===== src/rtl/z16_rf_write_arbiter.sv =====
// z16_rf_write_arbiter
// Two-requester register-file write arbiter with a power-on clear sequence
// and a pending-write scoreboard for hazard checks.
//
// After reset the block walks r1..r15 writing zero (INIT), then enters RUN.
// In RUN, requesters A (ALU) and B (load) compete for the single write port.
// A lone valid requester is granted. When both are valid, a round-robin
// pointer picks the winner. The accepted write is registered onto the port
// one cycle later. Writes to r0 complete the handshake but never assert the
// write enable.
//
// The scoreboard marks registers that have an outstanding write. A
// reservation sets the bit, and the matching writeback clears it. If both
// happen on the same edge, the reservation wins because it belongs to a
// newer instruction.
module z16_rf_write_arbiter #(
    parameter int NREG = 16
) (
    input  logic        i_clk,
    input  logic        i_rst,
    input  logic        i_a_valid,
    input  logic [3:0]  i_a_addr,
    input  logic [15:0] i_a_data,
    output logic        o_a_ready,
    input  logic        i_b_valid,
    input  logic [3:0]  i_b_addr,
    input  logic [15:0] i_b_data,
    output logic        o_b_ready,
    input  logic        i_rsv_valid,
    input  logic [3:0]  i_rsv_addr,
    input  logic [3:0]  i_chk1_addr,
    input  logic [3:0]  i_chk2_addr,
    output logic        o_chk1_busy,
    output logic        o_chk2_busy,
    output logic [3:0]  o_rd_addr,
    output logic        o_rd_wen,
    output logic [15:0] o_rd_data,
    output logic        o_init_done
);

    typedef enum logic [0:0] {
        ST_INIT = 1'b0,
        ST_RUN  = 1'b1
    } state_t;

    state_t            state_r;
    state_t            state_s;
    logic [3:0]        cnt_r;
    logic [3:0]        cnt_s;
    logic              ptr_r;       // 0: A wins a tie, 1: B wins a tie
    logic [NREG-1:0]   busy_r;
    logic [NREG-1:0]   busy_s;
    logic              grant_a_s;
    logic              grant_b_s;
    logic              xfer_s;
    logic [3:0]        xfer_addr_s;
    logic [15:0]       xfer_data_s;

    // Next state and clear counter: INIT walks cnt up to 15, then RUN is terminal until reset.
    always_comb begin
        state_s = state_r;
        cnt_s   = cnt_r;
        case (state_r)
            ST_INIT: begin
                cnt_s = cnt_r + 4'd1;
                if (cnt_r == 4'd15) begin
                    state_s = ST_RUN;
                end else begin
                    state_s = ST_INIT;
                end
            end
            ST_RUN: begin
                state_s = ST_RUN;
            end
            default: begin
                state_s = ST_INIT;
            end
        endcase
    end

    // Grant selection: a lone requester wins, and a tie goes to the round-robin pointer.
    always_comb begin
        grant_a_s = 1'b0;
        grant_b_s = 1'b0;
        if (state_r == ST_RUN) begin
            if (i_a_valid && i_b_valid) begin
                if (ptr_r) begin
                    grant_b_s = 1'b1;
                end else begin
                    grant_a_s = 1'b1;
                end
            end else begin
                grant_a_s = i_a_valid;
                grant_b_s = i_b_valid;
            end
        end else begin
            grant_a_s = 1'b0;
            grant_b_s = 1'b0;
        end
    end

    assign xfer_s      = grant_a_s | grant_b_s;
    assign xfer_addr_s = grant_b_s ? i_b_addr : i_a_addr;
    assign xfer_data_s = grant_b_s ? i_b_data : i_a_data;
    assign o_a_ready   = grant_a_s;
    assign o_b_ready   = grant_b_s;

    // Scoreboard update: clear on writeback first, then apply the reservation so that a same-edge set wins.
    always_comb begin
        busy_s = busy_r;
        if (state_r == ST_RUN) begin
            if (xfer_s) begin
                busy_s[xfer_addr_s] = 1'b0;
            end else begin
                busy_s = busy_s;
            end
            if (i_rsv_valid && (i_rsv_addr != 4'd0)) begin
                busy_s[i_rsv_addr] = 1'b1;
            end else begin
                busy_s = busy_s;
            end
        end else begin
            busy_s = {NREG{1'b0}};
        end
    end

    // Hazard checks read the registered scoreboard directly, with no forwarding; r0 is never busy.
    assign o_chk1_busy = (i_chk1_addr != 4'd0) && busy_r[i_chk1_addr];
    assign o_chk2_busy = (i_chk2_addr != 4'd0) && busy_r[i_chk2_addr];

    // Control state: FSM, clear counter, arbitration pointer and scoreboard.
    always_ff @(posedge i_clk) begin
        if (i_rst) begin
            state_r <= ST_INIT;
            cnt_r   <= 4'd1;
            ptr_r   <= 1'b0;
            busy_r  <= {NREG{1'b0}};
        end else begin
            state_r <= state_s;
            cnt_r   <= cnt_s;
            busy_r  <= busy_s;
            if (xfer_s) begin
                ptr_r <= grant_a_s;
            end else begin
                ptr_r <= ptr_r;
            end
        end
    end

    // Register-file write port: clear writes during INIT, granted writebacks one cycle after acceptance in RUN.
    always_ff @(posedge i_clk) begin
        if (i_rst) begin
            o_rd_wen    <= 1'b0;
            o_rd_addr   <= 4'd0;
            o_rd_data   <= 16'd0;
            o_init_done <= 1'b0;
        end else begin
            case (state_r)
                ST_INIT: begin
                    o_rd_wen    <= 1'b1;
                    o_rd_addr   <= cnt_r;
                    o_rd_data   <= 16'd0;
                    o_init_done <= (cnt_r == 4'd15);
                end
                ST_RUN: begin
                    o_init_done <= 1'b1;
                    o_rd_wen    <= xfer_s && (xfer_addr_s != 4'd0);
                    if (xfer_s) begin
                        o_rd_addr <= xfer_addr_s;
                        o_rd_data <= xfer_data_s;
                    end else begin
                        o_rd_addr <= o_rd_addr;
                        o_rd_data <= o_rd_data;
                    end
                end
                default: begin
                    o_rd_wen    <= 1'b0;
                    o_rd_addr   <= o_rd_addr;
                    o_rd_data   <= o_rd_data;
                    o_init_done <= 1'b0;
                end
            endcase
        end
    end

endmodule


===== config.mk =====
export PLATFORM = sky130hd
export DESIGN_NAME = z16_rf_write_arbiter
export DESIGN_NICKNAME = d
export VERILOG_FILES = /design/src/rtl/z16_rf_write_arbiter.sv
export SDC_FILE = /design/constraint.sdc
export NUM_CORES = 1
export LEC_CHECK = 0
export BUFFER_PORTS_ARGS = -buffer_cell sky130_fd_sc_hd__buf_2
export CORE_ASPECT_RATIO = 0.8
export CORE_MARGIN = 2
export CORE_UTILIZATION = 55
export DETAILED_ROUTE_END_ITERATION = 8
export PLACE_DENSITY = 0.88
export SLEW_MARGIN = 20
export SYNTH_ARGS = -nofsm -noshare
export SYNTH_HDL_FRONTEND = slang
export SYNTH_SLANG_ARGS = --single-unit

===== constraint.sdc =====
create_clock -name i_clk -period 3.8 [get_ports i_clk]
set_clock_uncertainty 0.05 [all_clocks]
set_input_delay 0.57 -clock i_clk [delete_from_list [all_inputs] [get_ports i_clk]]
set_output_delay 0.57 -clock i_clk [all_outputs]
set_load 0.005 [all_outputs]

==> results of run 1 <==
-- power groups by stage --
stage	registers (W)	logic (W)	clock network (W)
after floorplan	0.000463	0.0000642	0
after global placement	0.000464	0.000107	0
after detailed placement	0.000464	0.000110	0
after CTS	0.000454	0.000111	0.000305
after global routing	0.000456	0.000122	0.000328
final	0.000454	0.000112	0.000298
-- worst min-delay path: cells and delay by family (launching register included) --
family | cells | cell delay [ns]
DFF | 1 | 0.33
and+or+nand+nor | 1 | 0.06
AOI/OAI and AO/OA | 1 | 0.05
-- cell usage in the layout (no fill, tap or decap), types with 7 or more instances in the layout --
cell type / netlist / layout
a21oi_1: 25 / 25
o211ai_1: 8 / 8
o21ai_0: 21 / 21
mux2i_1: 7 / 7
buf_2: 8 / 82
nand2_1: 28 / 28
a32o_1: 13 / 13
nand3_1: 8 / 8
dfxtp_1: 42 / 42
nor2_1: 10 / 10
a311oi_1: 16 / 16
-- per-layer routing --
layer / wire [µm] / GRT usage [%]
met2: 3030 / 37.9
met3: 657 / 5.08
met4: 54 / 7.63
met5: 0 / 0
met1: 3050 / 37.3
-- how the worst max path moves through the flow --
stage	startpoint	endpoint	slack [ns]	cells past startpoint
final	state_r	o_b_ready	1.29	3
after global placement	i_chk2_addr[1]	o_chk2_busy	1.43	6
after CTS	state_r	o_b_ready	1.31	3
after global routing	state_r	o_b_ready	1.18	3
after detailed placement	i_chk1_addr[1]	o_chk1_busy	1.40	6
after floorplan	i_chk1_addr[1]	o_chk1_busy	1.55	5
-- through the flow --
stage | power [W] | instance area (µm²) | util (%) | cells | hold slack [ns]
2_1_floorplan | 0.000528 | 2620 | - | 292 | 0.392
3_3_place_gp | 0.000571 | 2960 | 64.3 | 407 | 0.411
3_5_place_dp | 0.000574 | 2960 | 64.3 | 407 | 0.416
4_1_cts | 0.000869 | 3050 | 66.3 | 415 | 0.429
5_1_grt | 0.000906 | 3050 | 66.3 | 415 | 0.450
6_report | 0.000865 | 3050 | 66.3 | 415 | 0.427
-- sequential cells by signal, summed over array words and instances, names as in the netlist --
| register | cells |
|---|---|
| busy_r | 15 |
| cnt_r | 4 |
| o_rd_addr | 4 |
| o_rd_data | 16 |
| state_r | 1 |
| o_rd_wen | 1 |
| ptr_r | 1 |
-- cells by family after synthesis --
family / synth area share, %
AND/OR/NAND/NOR: 19.2
AO/OA/AOI/OAI: 31.9
flip-flops: 32.1
multiplexers: 8.68
XOR/XNOR: 0.668
buffers and inverters: 7.01
adder cells (fa/ha/maj): 0.477
-- area by class of cell --
| type | instances | area [µm²] |
|---|---|---|
| tap | 60 | 75.1 |
| multi-input combinational | 218 | 1600 |
| fill | 388 | 1550 |
| clock buffer | 5 | 68.8 |
| timing repair buffer | 85 | 433 |
| inverter | 2 | 7.51 |
| sequential | 42 | 841 |
| clock inverter | 3 | 23.8 |
==> results.cfg, run 1 <==
[run_status]
outcome = finished, final reports clean

[clock_tree]
cts_resized = 0
path_clk_slew_ns = 0.09
clock_latency_ns = 0.30
cts_setup_buffers = 0
cts.sinks = 42
cts_root_buf = clkbuf_8
cts_tree = built
cts_buffer_depth = 2
htreeDepth = 2
cts_hold_buf = 0
cts_made_buffers = 5

[critical_path]
arrival_ns = 1.89
r2r_end = busy_r[8]
cpMaxStageDelayCell = dfxtp_1
r2r_cells = 6
cp_top_family = simple AND/OR/NAND/NOR gates
r2r-start = state_r
crit_required_ns = 3.18
crit_buf_inv = 1
path_max_fanout = 33
critPathKind = register to primary output
crit_path_max_incr_delay_ns = 0.60
regToRegSetupSlack_ns = 1.43
crit_chain = nand2_4 -> nor2_4 -> buf_2
cp-start-kind = register
crit_path_end_kind = primary output

[placement]
port_buffers = 82
hpwl_mm = 4.92
gp_congestion = 0.915
dp_slack_ns = 1.40

[final_layout]
area_delta_synth_final_pct = 16.3
drive_above_1_share_pct = 32.4
diodes = 0
final_nets = 412

[sta]
slew_headroom_pct = 29.1
fin_crit_ns = 2.51
setup_viol = 0
tns_ns = 0
period_share_pct = 65.9
rsz0062_at_grt = no
finalHoldViolations = 0
worst_slew_pin_slew_ns = 1.06
setup_ws_ns = 1.29
fmax_mhz = 399
drv_slew = 0

[drt]
first_iter_violations = 206
route.antenna.remaining_nets = 0
vias_per_cell = 6.32
dr_total_vias = 2621
post_drt_wl_per_cell_um = 16.4
drt_drc_violations_left = 0
dr.pass1.iters = 5
routed_wl_mm = 6.79

[yosys]
yosysWarnings = 0
syn_inst = 292
synth_edf_count = 0
async_flop_share_pct = 0
yosys-top-cells-area = dfxtp_1 32%, a311oi_1 5.3%, mux4_2 5.2%
synth.avg_cell_area_um2 = 8.98
netlist_area_um2 = 2620
syn_nets = 350
yosysSeqAreaShare_pct = 32.1
synthTopCellsByCount = 42 x dfxtp_1, 28 x nand2_1, 25 x a21oi_1, 21 x o21ai_0, 16 x a311oi_1
synth_top_area_share_pct = 32.1
synth_top_cell_by_area = dfxtp_1
ys_ff_latch = 42
synth_cell_types = 53
synth_most_common_cell = dfxtp_1
synthFlopType = dfxtp_1

[pwr]
ir_drop_uv = 191
leakage_nw = 1.14
p_int_w = 0.000628
seq_power_share_pct = 52.5
power.share.combinational_pct = 12.9
p_per_area_nw_per_um2 = 284
p_switching_w = 0.000237
power_frac_clock_pct = 34.5
switching_share_pct = 27.4

[floorplan]
die_w_um = 81.2
start_util_pct = 57.0
pin_count = 83
die_h_um = 65.8
fp.coreArea_um2 = 4600
die_area_um2 = 5340
rows = 22

[worst_hold_path]
holdPathEnd = busy_r[4]
holdPathStages = 2
hold_start = busy_r[4]
hold_path_class = register to register

[grt]
gr-usage-all-layers_pct = 25.6
overflow = 0
first_global_vias = 2230
grt_max_degree = 37
grt_pass1_wl_mm = 10.7
antenna_found_initial = 0

[run]
drv_cap = 0
No activity file was read; power rests on OpenSTA's default activity.
==> run 2: changes to the inputs <==
--- a/config.mk
+++ b/config.mk
@@ -8,9 +8,9 @@
 export BUFFER_PORTS_ARGS = -buffer_cell sky130_fd_sc_hd__buf_2
 export CORE_ASPECT_RATIO = 0.8
 export CORE_MARGIN = 2
-export CORE_UTILIZATION = 55
+export CORE_UTILIZATION = 46
 export DETAILED_ROUTE_END_ITERATION = 8
-export PLACE_DENSITY = 0.88
+export PLACE_DENSITY = 0.79
 export SLEW_MARGIN = 20
 export SYNTH_ARGS = -nofsm -noshare
 export SYNTH_HDL_FRONTEND = slang
==> constraint.sdc (replaced) <==
create_clock -name i_clk -period 2.1 [get_ports i_clk]
set_clock_uncertainty 0.05 [all_clocks]
set_input_delay 0.315 -clock i_clk [delete_from_list [all_inputs] [get_ports i_clk]]
set_output_delay 0.315 -clock i_clk [all_outputs]
set_load 0.005 [all_outputs]
==> run 2 against run 1 <==
  * Core utilization shrank 8.4 points
  * Critical path depth is the same
  * Register-to-register slack lost 1.2 ns
  * Sequential share of layout area shrank 1.0 points
  * Sequential power grew 81%
  * Largest cell class unchanged
==> results.cfg, run 2 (synthesis results as in run 1) <==
[final_layout]
mostFrequentLayoutCells = 82 x buf_2, 42 x dfxtp_1, 28 x nand2_1
final_common_cell = buf_2
top_regs = o_rd_data (16), busy_r (15)
diodes = 0
regMostFlops = o_rd_data
seq_area_um2 = 841
multi_input_area_um2 = 1600
final_nets = 420
drive_above_1_share_pct = 33.9
design_area_um2 = 3170
area_delta_synth_final_pct = 20.7
fillCellCount = 535
largest_reg_flops = 16

[clock_tree]
cts_resized = 0
cts_hold_buf = 0
cts_tree = built
cts_made_buffers = 5
path_clk_slew_ns = 0.09
cts.sinks = 42
cts_buffer_depth = 2
cts_root_buf = clkbuf_8
cts_setup_buffers = 0
htreeDepth = 2
clock_latency_ns = 0.31

[sta]
fmax_mhz = 502
drv_slew = 0
setup_viol = 0
rsz0062_at_grt = no
fin_hold_ws_ns = 0.213
worst_slew_pin_slew_ns = 0.805
slew_headroom_pct = 46.1
tns_ns = 0
finalHoldViolations = 0
period_share_pct = 94.8
fin_crit_ns = 1.99

[placement]
gp_congestion = 0.962
hpwl_mm = 5.38
port_buffers = 82
dpl_cell_area_um2 = 3050

[critical_path]
r2r_cells = 5
arrival_ns = 1.63
critPathLaunch = ptr_r
crit_required_ns = 1.74
crit_chain = nor2b_2 -> nor2_4 -> buf_2
critPathKind = register to primary output
path_max_fanout = 17
crit_buf_inv = 1
cp_top_family = simple AND/OR/NAND/NOR gates
cp-start-kind = register
crit_path_max_incr_delay_ns = 0.65
crit_path_end_kind = primary output
cpMaxStageDelayCell = nor2b_2
cp.depth = 3
r2r-start = ptr_r

[drt]
drt_drc_violations_left = 0
routed_wl_mm = 7.20
first_iter_violations = 181
route.antenna.remaining_nets = 0
vias_per_cell = 6.04
dr.pass1.iters = 5
post_drt_wl_per_cell_um = 16.3
dr_total_vias = 2662

[floorplan]
start_util_pct = 48.0
rows = 24
die_w_um = 88.4
die_h_um = 71.5
die_area_um2 = 6330
fp.coreArea_um2 = 5470
pin_count = 83

[grt]
grt_max_degree = 33
first_global_vias = 2472
grt_pass1_wl_mm = 11.5
overflow = 0
antenna_found_initial = 0
gr-usage-all-layers_pct = 23.2

[worst_hold_path]
holdPathStages = 3
hold_path_class = primary input to register
hold_start = i_b_data[12]

[run_status]
outcome = finished, final reports clean

[pwr]
p_per_area_nw_per_um2 = 527
power_w = 0.00167
leakage_nw = 1.19
ir_drop_uv = 292

[run]
drv_cap = 0
-- run 2: area by class of cell --
class / count / share of cell area (%)
Clock buffer: 5 / 2.17
Clock inverter: 3 / 1.42
Inverter: 2 / 0.237
Multi-Input combinational cell: 218 / 50.6
Sequential cell: 42 / 26.6
Tap cell: 78 / 3.08
Timing Repair Buffer: 93 / 16.0
-- run 2: worst paths after layout --
path	to	slack, ns
worst min-delay path	o_rd_data[12]	0.21
worst max-delay path	o_b_ready	0.11
worst min register to register	busy_r[12]	0.44
worst max register to register	o_rd_addr[3]	0.22
-- run 2: layer usage --
metal	wire length [µm]	track usage, %
met1	3060	29.1
met2	3450	37.9
met3	570	7.37
met4	116	7.58
met5	0	0
-- run 2: worst reg2reg max path, stage by stage, from the launching register on --
cell     delay, ns
dfxtp_1       0.35
nor2b_2       0.65
buf_4         0.31
o21ai_0       0.11
a21o_1        0.19
a21oi_1       0.14
-- run 2: per-stage QoR --
step	util [%]	instances	worst slack, ns
floorplan	-	292	0.364
global placement	55.8	433	0.202
detailed placement	55.8	433	0.122
CTS	57.9	441	0.103
global route	57.9	441	0.0160
finish	57.9	441	0.110
-- run 2: where the power goes --
group / switching, W / leakage (nW) / total, W / internal, W
clock network: 0.000285 / 0.0504 / 0.000638 / 0.000353
logic: 0.000117 / 0.800 / 0.000209 / 0.0000919
registers: 0.0000115 / 0.340 / 0.000822 / 0.000810
